## config.mk

```make
export PLATFORM = sky130hd
export DESIGN_NAME = vfpu_norm_round
export DESIGN_NICKNAME = d
export VERILOG_FILES = /design/src/rtl/vfpu_norm_round.sv
export SDC_FILE = /design/constraint.sdc
export NUM_CORES = 1
export LEC_CHECK = 0
export CORE_MARGIN = 2
export CORE_UTILIZATION = 50
export DETAILED_ROUTE_END_ITERATION = 6
export PLACE_DENSITY = 0.73
export SETUP_SLACK_MARGIN = 0.2
export SLEW_MARGIN = 20
export SYNTH_ARGS = -nofsm -noshare
export SYNTH_HDL_FRONTEND = slang
export SYNTH_SLANG_ARGS = --single-unit
```

## constraint.sdc

```tcl
create_clock -name clk_i -period 6.1 [get_ports clk_i]
set_input_delay 1.22 -clock clk_i [delete_from_list [all_inputs] [get_ports clk_i]]
set_output_delay 1.22 -clock clk_i [all_outputs]
set_load 0.02 [all_outputs]
```

## src/rtl/vfpu_norm_round.sv

```systemverilog
// Normalise / round-to-nearest-even / pack stage that sits after the vFPU adder.
// Optional status flags output {overflow, underflow, inexact} when VFPU_NORM_STATUS_EN is defined.
module vfpu_norm_round #(
    parameter int FP_EXP_WIDTH   = 8,
    parameter int FP_MANT_WIDTH  = 23,
    parameter int PRENORM_EXP_W  = 10,
    parameter int PRENORM_MANT_W = 28
) (
    input  logic                                clk_i,
    input  logic                                rst_i,
    input  logic                                valid_i,
    input  logic                                signPreNorm_i,
    input  logic [PRENORM_EXP_W-1:0]            exponentPreNorm_i,
    input  logic [PRENORM_MANT_W-1:0]           mantissaPreNorm_i,
    output logic                                busy_o,
    output logic                                done_o,
    output logic [FP_EXP_WIDTH+FP_MANT_WIDTH:0] result_o
`ifdef VFPU_NORM_STATUS_EN
    ,
    output logic [2:0]                          flags_o
`endif
);

    localparam int NW  = PRENORM_MANT_W - 1;
    localparam int LZW = $clog2(NW);
    localparam int FW1 = FP_MANT_WIDTH + 1;
    localparam logic [PRENORM_EXP_W-1:0] EXP_MAX = PRENORM_EXP_W'((1 << FP_EXP_WIDTH) - 1);

    typedef enum logic [1:0] {IDLE, NORM, ROUND, DONE} state_t;

    state_t                     state;
    logic                       sign_q;
    logic [PRENORM_EXP_W-1:0]   exp_q;
    logic [PRENORM_MANT_W-1:0]  mant_q;
    logic                       n_sign_q;
    logic                       n_zero_q;
    logic [PRENORM_EXP_W-1:0]   n_exp_q;
    logic [NW-1:0]              n_mant_q;

    logic [LZW-1:0]             lz;
    logic [NW-1:0]              shifted;
    logic [NW-1:0]              norm_mant;
    logic [PRENORM_EXP_W-1:0]   norm_exp;
    logic                       norm_zero;

    // Sticky is parked outside the shifter so it can never be promoted into G or R.
    always_comb begin
        lz = '0;
        for (int i = 0; i < NW; i++) begin
            if (mant_q[i]) lz = LZW'(NW - 1 - i);
        end
        shifted   = {mant_q[NW-1:1], 1'b0} << lz;
        norm_zero = (mant_q == '0);
        if (mant_q[PRENORM_MANT_W-1]) begin
            norm_mant = {mant_q[PRENORM_MANT_W-1:2], mant_q[1] | mant_q[0]};
            norm_exp  = exp_q + PRENORM_EXP_W'(1);
        end else begin
            norm_mant = shifted | NW'(mant_q[0]);
            norm_exp  = exp_q - PRENORM_EXP_W'(lz);
        end
    end

    logic                              g, r, s, lsb, inc, hidden;
    logic [FW1-1:0]                    frac_sum;
    logic [FP_MANT_WIDTH-1:0]          rnd_frac;
    logic [PRENORM_EXP_W-1:0]          rnd_exp;
    logic                              ovf, unf;
    logic [FP_EXP_WIDTH+FP_MANT_WIDTH:0] res_next;

    // A missing hidden bit (only sticky survived) cannot be packed as a normal number, so it flushes.
    always_comb begin
        g        = n_mant_q[2];
        r        = n_mant_q[1];
        s        = n_mant_q[0];
        lsb      = n_mant_q[3];
        hidden   = n_mant_q[NW-1];
        inc      = g & (r | s | lsb);
        frac_sum = {1'b0, n_mant_q[FP_MANT_WIDTH+2:3]} + FW1'(inc);
        rnd_exp  = n_exp_q + PRENORM_EXP_W'(frac_sum[FP_MANT_WIDTH]);
        rnd_frac = frac_sum[FP_MANT_WIDTH] ? '0 : frac_sum[FP_MANT_WIDTH-1:0];
        ovf      = !n_zero_q && ($signed(rnd_exp) >= $signed(EXP_MAX));
        unf      = !n_zero_q && !ovf &&
                   (($signed(rnd_exp) < $signed(PRENORM_EXP_W'(1))) || !hidden);
        res_next = {n_sign_q, rnd_exp[FP_EXP_WIDTH-1:0], rnd_frac};
        if (n_zero_q)
            res_next = '0;
        else if (ovf)
            res_next = {n_sign_q, {FP_EXP_WIDTH{1'b1}}, {FP_MANT_WIDTH{1'b0}}};
        else if (unf)
            res_next = {n_sign_q, {FP_EXP_WIDTH{1'b0}}, {FP_MANT_WIDTH{1'b0}}};
    end

`ifdef VFPU_NORM_STATUS_EN
    logic [2:0] flags_next;
    always_comb begin
        flags_next = {ovf, unf, g | r | s | ovf | unf};
    end
`endif

    assign busy_o = (state != IDLE);

    always_ff @(posedge clk_i) begin
        if (rst_i) begin
            state    <= IDLE;
            done_o   <= 1'b0;
            result_o <= '0;
`ifdef VFPU_NORM_STATUS_EN
            flags_o  <= '0;
`endif
        end else begin
            done_o <= 1'b0;
            case (state)
                IDLE: begin
                    if (valid_i) begin
                        sign_q <= signPreNorm_i;
                        exp_q  <= exponentPreNorm_i;
                        mant_q <= mantissaPreNorm_i;
                        state  <= NORM;
                    end
                end
                NORM: begin
                    n_sign_q <= sign_q & ~norm_zero;
                    n_zero_q <= norm_zero;
                    n_exp_q  <= norm_exp;
                    n_mant_q <= norm_mant;
                    state    <= ROUND;
                end
                ROUND: begin
                    result_o <= res_next;
`ifdef VFPU_NORM_STATUS_EN
                    flags_o  <= flags_next;
`endif
                    done_o   <= 1'b1;
                    state    <= DONE;
                end
                DONE: begin
                    state <= IDLE;
                end
                default: state <= IDLE;
            endcase
        end
    end

endmodule

```

# Yosys cells after proc, flatten, opt, wreduce, memory -nomap -nowiden

Index checks and enable logic that the tools add are counted.

Input port bits: 42
Output and inout bits: 34
Word-level logic and storage cells: 78
Bits in registers: 113

$add $sub $neg: 4
Shift operators: 1
Bitwise gates (word level): 8
Order comparisons: 2
Multiplexer cells: 36
Reductions and logical operators: 12
Equality and inequality tests: 4

Operator list:

| operator                | count |
|---|---|
| $mux W5                 | 27 |
| $mux W31                | 2 |
| $mux W32                | 1 |
| $logic_not A28 Y1       | 1 |
| $or A27 B1 Y27          | 1 |
| $shl A27 B5 Y27         | 1 |
| $mux W26                | 1 |
| $add A23 B1 Y24         | 1 |
| $mux W23                | 1 |
| $add A10 B1 Y10         | 1 |
| $add A10 B1 Y10 const B | 1 |
| $ge A10 B9 Y1 const B   | 1 |
| $lt A10 B2 Y1 const B   | 1 |
| $mux W10                | 1 |
| $sub A10 B5 Y10         | 1 |
| $pmux W2 S4             | 1 |
| $eq A2 B2 Y1 const B    | 2 |
| $logic_and A1 B1 Y1     | 3 |
| $logic_not A1 Y1        | 3 |
| $or A1 B1 Y1            | 3 |
| $reduce_and A3 Y1       | 1 |
| $and A1 B1 Y1           | 2 |
| $eq A2 B1 Y1 const B    | 1 |
| $logic_not A2 Y1        | 1 |
| 7 further kinds         | 8 |

# Depth between registers and ports, before layout

Gate-level depths: netlist (run 1).

Depth after elaboration: 30
Gate-level depth with buffers: 21
Mapped depth without buffers: 17

# Worst setup path after synthesis (run 1)

OpenSTA, ideal clock, no wires.

Path kind: reg2reg
Start: register mant_q[23]
End: register n_exp_q[9] (data pin)
Data required time: 5.833 ns
Setup slack: 1.417 ns
Setup time: 0.267 ns
Path buffers: 2
Clock period less this slack: 4.683 ns
Arrival: 4.416 ns
Stages on the path, launching flop included: 20
Cells stage by stage: edfxtp_1 > nor2b_1 > o21bai_1 > a21boi_1 > a21oi_4 > inv_4 > buf_4 > buf_2 > ha_1 > nand2b_1 > inv_1 > ha_1 > a21o_1 > a21oi_1 > nand2b_1 > a21boi_0 > o41ai_1 > or4b_2 > o211ai_1 > xor2_1

Word-level cells in the longest chain between the ends: 6

Ends and longest elaborated chain:

| what                     | RTL line | text |
|---|---|---|
| start: declaration       | 34       | `logic [PRENORM_MANT_W-1:0] mant_q;` |
| start signal: assignment | 117      | `mant_q <= mantissaPreNorm_i;` |
| $mux W5 (4 in series)    | 50       | `if (mant_q[i]) lz = LZW'(NW - 1 - i);` |
| $sub A10 B5 Y10          | 59       | `norm_exp = exp_q - PRENORM_EXP_W'(lz);` |
| $mux W10                 | 54       | `if (mant_q[PRENORM_MANT_W-1]) begin` |
| via norm_exp[9]          | 43       | `logic [PRENORM_EXP_W-1:0] norm_exp;` |
| end signal: assignment   | 124      | `n_exp_q <= norm_exp;` |
| end: declaration         | 37       | `logic [PRENORM_EXP_W-1:0] n_exp_q;` |

The timed path passes the listed nets, and every way through them passes these cells.
A chain may end at the register's enable or synchronous reset.

# Worst setup path after layout (run 1)

Ends and elaborated chain as after synthesis.

==> summary.txt, run 1 <==
GRT overflow: 0
DRT Pass-1 Iters: 6
# rows: 41
fmax: 195 MHz
Mapped Area: 6490 um2
post_cts resized: 0
CTS root buf: clkbuf_16
Clock transition at path regs: 50 ps
PwrDens: 349 nW/um2
RR Startpoint: mant_q[23]
Setup CP Type: flip-flop to flip-flop
CTS tree: done
post-CTS setup buffers: 0
TritonCTS Sinks: 113
Max-Cap Viols: 0
library cells used by synthesis: 65
# diodes: 0
fin. max-slew vios: 0
first-pass GRT wire length: 25,900 um
Multi-input gate area: 3210 um2
Mean Syn Cell Area: 9.94 um2
GRT Util Overall: 0.236
LEAKAGE: 2.92 nW
largest net degree at the start of global routing: 40
wire per inst: 17.7 um
Die H: 118 um
initial antenna violation count: 0
DR iter-0 viols: 531
Critical Path End Type: flip-flop
CP arrival: 5260 ps
Fin Setup TNS: 0 ps
Startpoint Class: flip-flop
Slew @ Worst Pin: 855 ps
drt drc: 0
number of synthesized flops with an enable pin: 78
Critical Path Source: mant_q[23]
Routed Antenna Nets: 0
FF/Latch Area: 3040 um2
H-tree depth: 4
Chip Width: 118 um
Worst slew margin: 0.428
asr flop ratio synth: 0
port buffer count: 75
vias in the first global route: 4,941
end of the critical path: n_exp_q[9]
TritonCTS buffer count: 17
Syn. warnings: 0
Post-synth top flop: edfxtp_1
fin crit period: 5130 ps
register bit total from synthesis: 113
worst r2r path cells: 17
CTS max path bufs: 2
outcome: complete, no violations
layout cells sized above 1: 0.0741
clk_lat worst skew: 410 ps
R2R Setup Slk: 970 ps
part of the cycle the worst path needs: 0.840
RSZ-0062 raised after global routing: no
fin util: 0.625
FILL cells: 1,035
Core Area: 12,700 um2
maximum vdd drop: 0.214 mV
crit-path max FO: 24
Setup violations, final: 0
Clock Skew: 11.3 ps
Vias: 5,278
Nets: 776
Via density: 5.86
Starting Density: 0.512
Hold Fails Final Rpt: 0
Post-DP HPWL: 11,700 um
final RePlAce weighted congestion: 0.890
Hold Crit Class: flip-flop to flip-flop
number of buffers inserted by hold repair at cts: 0
Synth Instances: 653
die footprint: 13,900 um2
Syn Nets: 713
Pwr Total: 2.77 mW
area delta synth->final: 22.0%
worst r2r dst: n_exp_q[9]
final WL: 15,900 um
commonest non-fill, non-tap cells in the layout: 78 x edfxtp_1, 76 x nand2_1, 75 x clkdlybuf4s50_1, 42 x nor2_1, 40 x o21ai_0
most common cell after layout, fill and taps aside: edfxtp_1
I/O Pins: 76
sequential element share of the synthesized area: 0.469
Required @ worst endpoint: 6240 ps
[final cells by class]
class                   count  area share
clock buffers              19      0.0547
well taps                 172      0.0272
repair buffers             82       0.103
multi-input cells         480       0.405
flip-flops and latches    113       0.384
inverters                  22      0.0107
clock inverters            13      0.0152
[how the worst min path moves through the flow]
stage	slack, ps	end	start	cells past startpoint
after floorplan	450	result_o[31]	n_sign_q	2
after global placement	440	result_o[0]	result_o[0]	2
after detailed placement	440	result_o[20]	result_o[20]	2
after CTS	450	result_o[20]	result_o[20]	2
after global routing	460	result_o[20]	result_o[20]	2
final	440	result_o[20]	result_o[20]	2
[cell usage after synthesis, drive strengths merged (7+ instances only)]
cell	n	area (um2)
edfxtp	78	2340
nand2	76	285
o21ai	46	230
nor2	43	161
mux2i	39	403
dfxtp	35	701
a21oi	30	161
clkbuf	27	101
inv	22	85.1
nor2b	18	113
xnor2	18	158
xor2	18	158
ha	17	213
nand3	15	75.1
nor3	13	65.1
and3	12	75.1
mux2	12	135
buf	11	62.6
o211ai	10	80.1
a211oi	8	60.1
nand2b	8	50.1
or4	8	63.8
and2	7	43.8
nor4	7	43.8
[report_power, final]
| part | switching (mW) | internal (mW) | leakage, nW | total [mW] |
|---|---|---|---|---|
| Clock | 0.332 | 0.591 | 0.270 | 0.924 |
| Sequential | 0.106 | 0.981 | 0.999 | 1.09 |
| Combinational | 0.443 | 0.314 | 1.65 | 0.757 |
| Total | 0.882 | 1.89 | 2.92 | 2.77 |
[cell families after synthesis]
logic type / Yosys count / share of synthesized area
adder cells (fa/ha/maj): 18 / 0.0359
flip-flops: 113 / 0.469
buffers and inverters: 60 / 0.0384
XOR/XNOR: 36 / 0.0486
AND/OR/NAND/NOR: 221 / 0.167
AO/OA/AOI/OAI: 154 / 0.159
multiplexers: 51 / 0.0829
[metrics by stage]
step | instance area (um2) | hold slack, ps | cells | setup slack (ps)
6_report | 7920 | 444 | 901 | 974
5_1_grt | 7920 | 463 | 901 | 570
4_1_cts | 7900 | 447 | 900 | 991
3_5_place_dp | 7350 | 440 | 868 | 1050
3_3_place_gp | 7350 | 437 | 868 | 1230
2_1_floorplan | 6490 | 448 | 653 | 1420
[flip-flops by register name, summed over array words and instances (netlist names)]
signal and flops:
n_exp_q 10, n_zero_q 1, state 2, sign_q 1, done_o 1, n_sign_q 1, result_o 32, mant_q 28
exp_q 10, n_mant_q 27
[metal layers]
| metal | track usage | up-vias | part of all wire |
|---|---|---|---|
| met3 | 0.0572 | 34 | 0.063 |
| li1 | - | 2546 | - |
| met4 | 0.0979 | 0 | 0.027 |
| met1 | 0.331 | 2456 | 0.46 |
| met2 | 0.349 | 242 | 0.45 |
| met5 | 0 | - | 0 |
[critical path, cell delays in order (launching register included)]
cell and delay [ps]:
edfxtp_1 480, nor2b_1 190, o21bai_1 390, a21boi_1 480, a21oi_4 150, inv_4 360
ha_1 320, nand2b_1 120, inv_1 60, ha_1 260, a21o_1 180, a21oi_1 190
nand2b_1 130, a21boi_0 110, o41ai_1 530, or4b_2 660, o211ai_1 150, xor2_1 90
No activity file was read; power rests on OpenSTA's default activity.
==> inputs of run 2 (changes only) <==
- PLACE_DENSITY: 0.73 -> 0.75
- clock period: 6.1 -> 4.1 ns (I/O delays scaled with it)
==> run 2 against run 1 <==
Against the previous run:
- first-iteration DRC count down 5.8%
- hold slack better by 4.9 ps
- maximum frequency up 32%
- highest routed layer unchanged
- largest cell class unchanged
==> summary.txt, run 2 (synthesis gave the netlist of run 1 again) <==
RSZ-0062 raised after global routing: yes
register with the most flip-flops: result_o
Worst slew margin: 0.565 (+0.136)
Max stage delay on crit path: 540 ps (-120 ps)
sw frac: 0.321 (+0.00200)
die footprint: 13,900 um2 (unchanged)
drt drc: 0 (unchanged)
vias in the first global route: 5,278 (+6.8%)
dpl cells: 915 (+5.4%)
Finished Cell Area: 8790 um2 (+11%)
Setup violations, final: 0 (unchanged)
area post-placement: 7790 um2 (+6.0%)
I/O Pins: 76 (unchanged)
GRT Util Overall: 0.248 (+0.0120)
GRT overflow: 0 (unchanged)
CTS tree: done
largest net degree at the start of global routing: 40 (unchanged)
Critical Path Source: mant_q[4]
layout cells sized above 1: 0.211 (+0.137)
Setup CP Type: flip-flop to flip-flop
final RePlAce weighted congestion: 0.900 (+1.1%)
Nets: 843 (+8.6%)
max FFs per register: 32 (unchanged)
outcome: complete, no violations
Die H: 118 um (unchanged)
TritonCTS Sinks: 113 (unchanged)
most common cell after layout, fill and taps aside: edfxtp_1
Internal Power: 3.02 mW (+60%)
RR Startpoint: mant_q[4]
# rows: 41 (unchanged)
area delta synth->final: 35.5%
Clock Skew: 21.8 ps (+10.5 ps)
H-tree depth: 4 (unchanged)
TritonCTS buffer count: 17 (unchanged)
wire per inst: 18.2 um (+2.9%)
CP arrival: 4050 ps (-1210 ps)
slowest CP cell: or4_4
R2R Setup Slk: 210 ps (-770 ps)
Largest regs: result_o (32), mant_q (28), n_mant_q (27)
worst r2r path cells: 17 (unchanged)
fin. max-slew vios: 0 (unchanged)
Post-DP HPWL: 12,300 um (+5.8%)
Core Area: 12,700 um2 (unchanged)
Hold Fails Final Rpt: 0 (unchanged)
fin crit period: 3890 ps (-1230 ps)
worst-path cell chain: or4_4 > a21oi_2 > o211ai_1 > and2_4 > inv_4 > ha_4 > nand2b_4 > inv_4 > ha_4 > a21o_1 > a21oi_2 > nand2b_4 > a21boi_4 > o41ai_4 > or4b_4 > o211ai_1 > xor2_1
Slew @ Worst Pin: 651 ps (-204 ps)
sequential share of power: 0.353 (-0.040)
FILL cells: 968 (-6.5%)
part of the cycle the worst path needs: 0.950 (+0.109)
end of the critical path: n_exp_q[9]
DR iter-0 viols: 500 (-5.8%)
CTS max path bufs: 2 (unchanged)
Vias: 5,630 (+6.7%)
fin util: 0.694 (+0.0688)
Clock transition at path regs: 60 ps (about the same)
worst r2r dst: n_exp_q[9]
final WL: 17,600 um (+11%)
crit-path max FO: 3 (-88%)
commonest non-fill, non-tap cells in the layout: 78 x edfxtp_1, 76 x nand2_1, 75 x clkdlybuf4s50_1, 72 x buf_4
maximum vdd drop: 0.289 mV (+35%)
CTS root buf: clkbuf_16
Via density: 5.82 (-0.71%)
Switching Power: 1.43 mW (+62%)
port buffer count: 75 (unchanged)
Max-Cap Viols: 0 (unchanged)
Chip Width: 118 um (unchanged)
non-filler cells, final: 968 (+7.4%)
Required @ worst endpoint: 4260 ps (-1980 ps)
first-pass GRT wire length: 27,200 um (+5.1%)
Top delay family on crit path: simple AND/OR/NAND/NOR gates
Critical Path End Type: flip-flop
Logic pwr share: 0.318 (+0.045)
DP Worst Slack: 54.6 ps (-992 ps)
initial antenna violation count: 0 (unchanged)
Startpoint Class: flip-flop
Crit path buffers/inverters: 2 (unchanged)
DRT Pass-1 Iters: 5 (-1)
part of the power in the clock network: 0.329 (-0.005)
PwrDens: 506 nW/um2 (+45%)
clk_lat worst skew: 420 ps (about the same)
Routed Antenna Nets: 0 (unchanged)
LEAKAGE: 3.34 nW (+14%)
# diodes: 0 (unchanged)
Hold Crit Class: flip-flop to flip-flop
Starting Density: 0.512 (unchanged)
fmax: 257 MHz (+32%)
final setup margin: 206 ps (-768 ps)
CP Depth: 17 (unchanged)
==> run 2: layout make-up <==
class,instances,area [um2],share of cell area
Clock inverter,6,37.5,0.00427
Inverter,22,90.1,0.0102
Clock buffer,26,563,0.0640
Timing Repair Buffer,149,1320,0.150
Sequential cell,113,3040,0.346
Tap cell,172,215,0.0245
Multi-Input combinational cell,480,3520,0.401
==> run 2: worst min-delay path by stage <==
stage	from	to	slack, ps	cells past startpoint
finish	result_o[4]	result_o[4]	450	2
global route	result_o[1]	result_o[1]	470	2
CTS	result_o[22]	result_o[22]	450	2
detailed placement	result_o[22]	result_o[22]	440	2
global placement	result_o[15]	result_o[15]	440	2
floorplan	n_sign_q	result_o[31]	450	2
==> run 2: through the flow <==
| step | hold slack (ps) | setup TNS (ps) | total power, mW |
|---|---|---|---|
| 3_5_place_dp | 442 | 0 | 2.84 |
| 3_3_place_gp | 435 | 0 | 2.82 |
| 5_1_grt | 467 | -46.6 | 4.65 |
| 4_1_cts | 449 | 0 | 4.34 |
| 6_report | 449 | 0 | 4.45 |
| 2_1_floorplan | 448 | -234 | 2.42 |
==> run 2: power groups by stage <==
stage               combinational (mW)  sequential, mW  clock, mW
global placement                  1.24            1.58          0
global route                      1.52            1.59       1.54
CTS                               1.29            1.57       1.48
finish                            1.41            1.57       1.46
floorplan                        0.822            1.60          0
detailed placement                1.26            1.59          0
==> run 2: routing by layer <==
layer / up-vias / track usage / share of wire
met5: - / 0 / 0
met4: 0 / 0.114 / 0.031
met3: 43 / 0.0509 / 0.058
met2: 248 / 0.379 / 0.46
met1: 2653 / 0.338 / 0.45
li1: 2686 / - / -
==> run 2: worst min-delay path: stages, from the launching register on <==
cell	delay, ps
dfxtp_1	320
nand2_1	40
o21ai_0	50
==> run 2: what timing repair did <==
item                       CTS  global route
pin swaps                    3            15
hold buffers                 0             0
buffers inserted             3            18
gates resized for setup     13            36
setup endpoints to repair   24            27
==> inputs of run 3 (changes only) <==
- MAX_ROUTING_LAYER: default -> met4
- TNS_END_PERCENT: default -> 30
==> run 3 against run 2 <==
Against the previous run:
- final area shrank 1.9%
- power decreased by 2.7%
- maximum frequency shrank 1.8%
- via count down 1.6%
- hold slack lost 5.8 ps
- critical endpoint unchanged
- largest cell class unchanged
==> summary.txt, run 3 (synthesis gave the netlist of run 1 again) <==
worst r2r dst: n_exp_q[9]
CTS max path bufs: 2 (unchanged)
worst r2r path cells: 18 (+1)
final setup margin: 134 ps (-72.2 ps)
Chip Width: 118 um (unchanged)
maximum vdd drop: 0.339 mV (+17%)
Hold Crit Class: flip-flop to flip-flop
most common cell after layout, fill and taps aside: edfxtp_1
fin util: 0.681 (-0.0133)
crit-path max FO: 4 (+1)
number of buffers inserted by hold repair at cts: 0 (unchanged)
Clock Skew: 13.6 ps (-8.17 ps)
RSZ-0062 raised after global routing: yes
Hold Path Sink: result_o[20]
Finished Cell Area: 8620 um2 (-1.9%)
area delta synth->final: 32.9%
# rows: 41 (unchanged)
GRT overflow: 0 (unchanged)
outcome: complete, no violations
slowest CP cell: or4b_4
CTS tree: done
max FFs per register: 32 (unchanged)
CTS root buf: clkbuf_16
GRT Util Overall: 0.264 (+0.0160)
Crit path buffers/inverters: 3 (+1)
Routed Antenna Nets: 0 (unchanged)
clk_lat worst skew: 430 ps (about the same)
Starting Density: 0.512 (unchanged)
fmax: 252 MHz (-1.8%)
Slew @ Worst Pin: 785 ps (+134 ps)
worst-path cell chain: or3_4 > a221oi_2 > o41ai_2 > buf_4 > a21oi_4 > inv_4 > ha_4 > nand2b_4 > inv_2 > ha_4 > a21o_1 > a21oi_2 > nand2b_4 > a21boi_4 > o41ai_4 > or4b_4 > o211ai_1 > xor2_1
Vias: 5,542 (-1.6%)
initial antenna violation count: 0 (unchanged)
final RePlAce weighted congestion: 0.926 (+2.8%)
I/O Pins: 76 (unchanged)
DR iter-0 viols: 474 (-5.2%)
final WL: 17,700 um (+0.49%)
Via density: 5.76 (-0.95%)
DP Worst Slack: 15.5 ps (-39.1 ps)
fin crit period: 3970 ps (+72.2 ps)
Required @ worst endpoint: 4270 ps (about the same)
H-tree depth: 4 (unchanged)
TritonCTS Sinks: 113 (unchanged)
part of the cycle the worst path needs: 0.967 (+0.0176)
R2R Setup Slk: 130 ps (-70 ps)
Setup CP Type: flip-flop to flip-flop
RR Startpoint: mant_q[14]
Largest regs: result_o (32), mant_q (28), n_mant_q (27)
Startpoint Class: flip-flop
vias in the first global route: 5,371 (+1.8%)
LEAKAGE: 3.28 nW (-1.8%)
layout cells sized above 1: 0.200 (-0.0111)
fin. max-slew vios: 0 (unchanged)
WHS Path Cells: 2 (unchanged)
Nets: 837 (-0.71%)
largest net degree at the start of global routing: 40 (unchanged)
PwrDens: 502 nW/um2 (-0.76%)
FF/Latch Area: 3040 um2 (unchanged)
register with the most flip-flops: result_o
FILL cells: 944 (-2.5%)
Worst slew margin: 0.476 (-0.0887)
Multi-input gate area: 3450 um2 (-2.1%)
TritonCTS buffer count: 17 (unchanged)
Clock transition at path regs: 60 ps (about the same)
DRT Pass-1 Iters: 7 (+2)
# diodes: 0 (unchanged)
Max stage delay on crit path: 500 ps (-40 ps)
drt drc: 0 (unchanged)
commonest non-fill, non-tap cells in the layout: 78 x edfxtp_1, 76 x nand2_1, 75 x clkdlybuf4s50_1, 66 x buf_4
Hold Fails Final Rpt: 0 (unchanged)
wire per inst: 18.4 um (+1.1%)
first-pass GRT wire length: 28,000 um (+3.0%)
Max-Cap Viols: 0 (unchanged)
port buffer count: 75 (unchanged)
Pwr Total: 4.33 mW (-2.7%)
CP arrival: 4140 ps (+90 ps)
die footprint: 13,900 um2 (unchanged)
Post-DP HPWL: 12,700 um (+2.7%)
Critical Path End Type: flip-flop
Setup violations, final: 0 (unchanged)
Core Area: 12,700 um2 (unchanged)
Hold Slack: 444 ps (-5.77 ps)
Top delay family on crit path: compound AO/OA/AOI/OAI gates
source of the worst hold timing path: result_o[20]
Die H: 118 um (unchanged)
area post-placement: 7740 um2 (-0.64%)
==> run 3: changes by cell type in the layout (fill, tap and decap cells not counted), sizes merged <==
cell | previous run | this run
inv | 23 | 28
clkinv | 4 | 6
clkbuf | 26 | 19
bufinv | 0 | 1
buf | 74 | 68
clkinvlp | 1 | 0
==> run 3: how the worst max path moves through the flow <==
stage,from,end,slack [ps],depth (start not counted)
floorplan,mant_q[16],n_exp_q[9],-230,18
global placement,n_mant_q[2],result_o[13],70,16
detailed placement,n_mant_q[5],result_o[2],20,16
CTS,mant_q[24],n_exp_q[9],200,13
global route,mant_q[14],n_exp_q[9],3,18
finish,mant_q[14],n_exp_q[9],130,18
==> run 3: final cells by class <==
cell class | count | area share
clock inverters | 13 | 0.0125
well taps | 172 | 0.0250
clock buffers | 19 | 0.0518
inverters | 22 | 0.0102
multi-input cells | 480 | 0.400
repair buffers | 143 | 0.148
flip-flops and latches | 113 | 0.353
==> run 3: metrics by stage <==
stage / instances / setup TNS (ps)
after CTS: 947 / 0
after detailed placement: 908 / 0
after global routing: 962 / 0
final: 962 / 0
after floorplan: 653 / -234
after global placement: 908 / 0
==> run 3: metal layers <==
layer  up-vias  GRT usage  share of wire
li1       2675          -              -
met1      2608      0.345           0.45
met2       216      0.400           0.46
met3        43     0.0620          0.058
met4         0     0.0979          0.030
met5         -          -              0
==> run 3: worst reg2reg max path: stages (launching register included) <==
cell and delay [ps]:
edfxtp_1 400, or3_4 400, a221oi_2 200, o41ai_2 110, buf_4 160, a21oi_4 150, inv_4 70, ha_4 280
nand2b_4 60, inv_2 70, ha_4 190, a21o_1 180, a21oi_2 180, nand2b_4 160, a21boi_4 60, o41ai_4 330
or4b_4 500, o211ai_1 130, xor2_1 100
==> run 3: where the power goes <==
group	leakage [nW]	total, mW	switching (mW)	internal [mW]
combinational	1.99	1.37	0.771	0.596
sequential	0.999	1.58	0.118	1.46
clock	0.286	1.38	0.532	0.853
total	3.28	4.33	1.42	2.91
==> run 3: timing repair <==
action,CTS,global route
buffers inserted,7,15
setup endpoints to repair,25,28
resized for setup,12,25
pin swaps,4,16
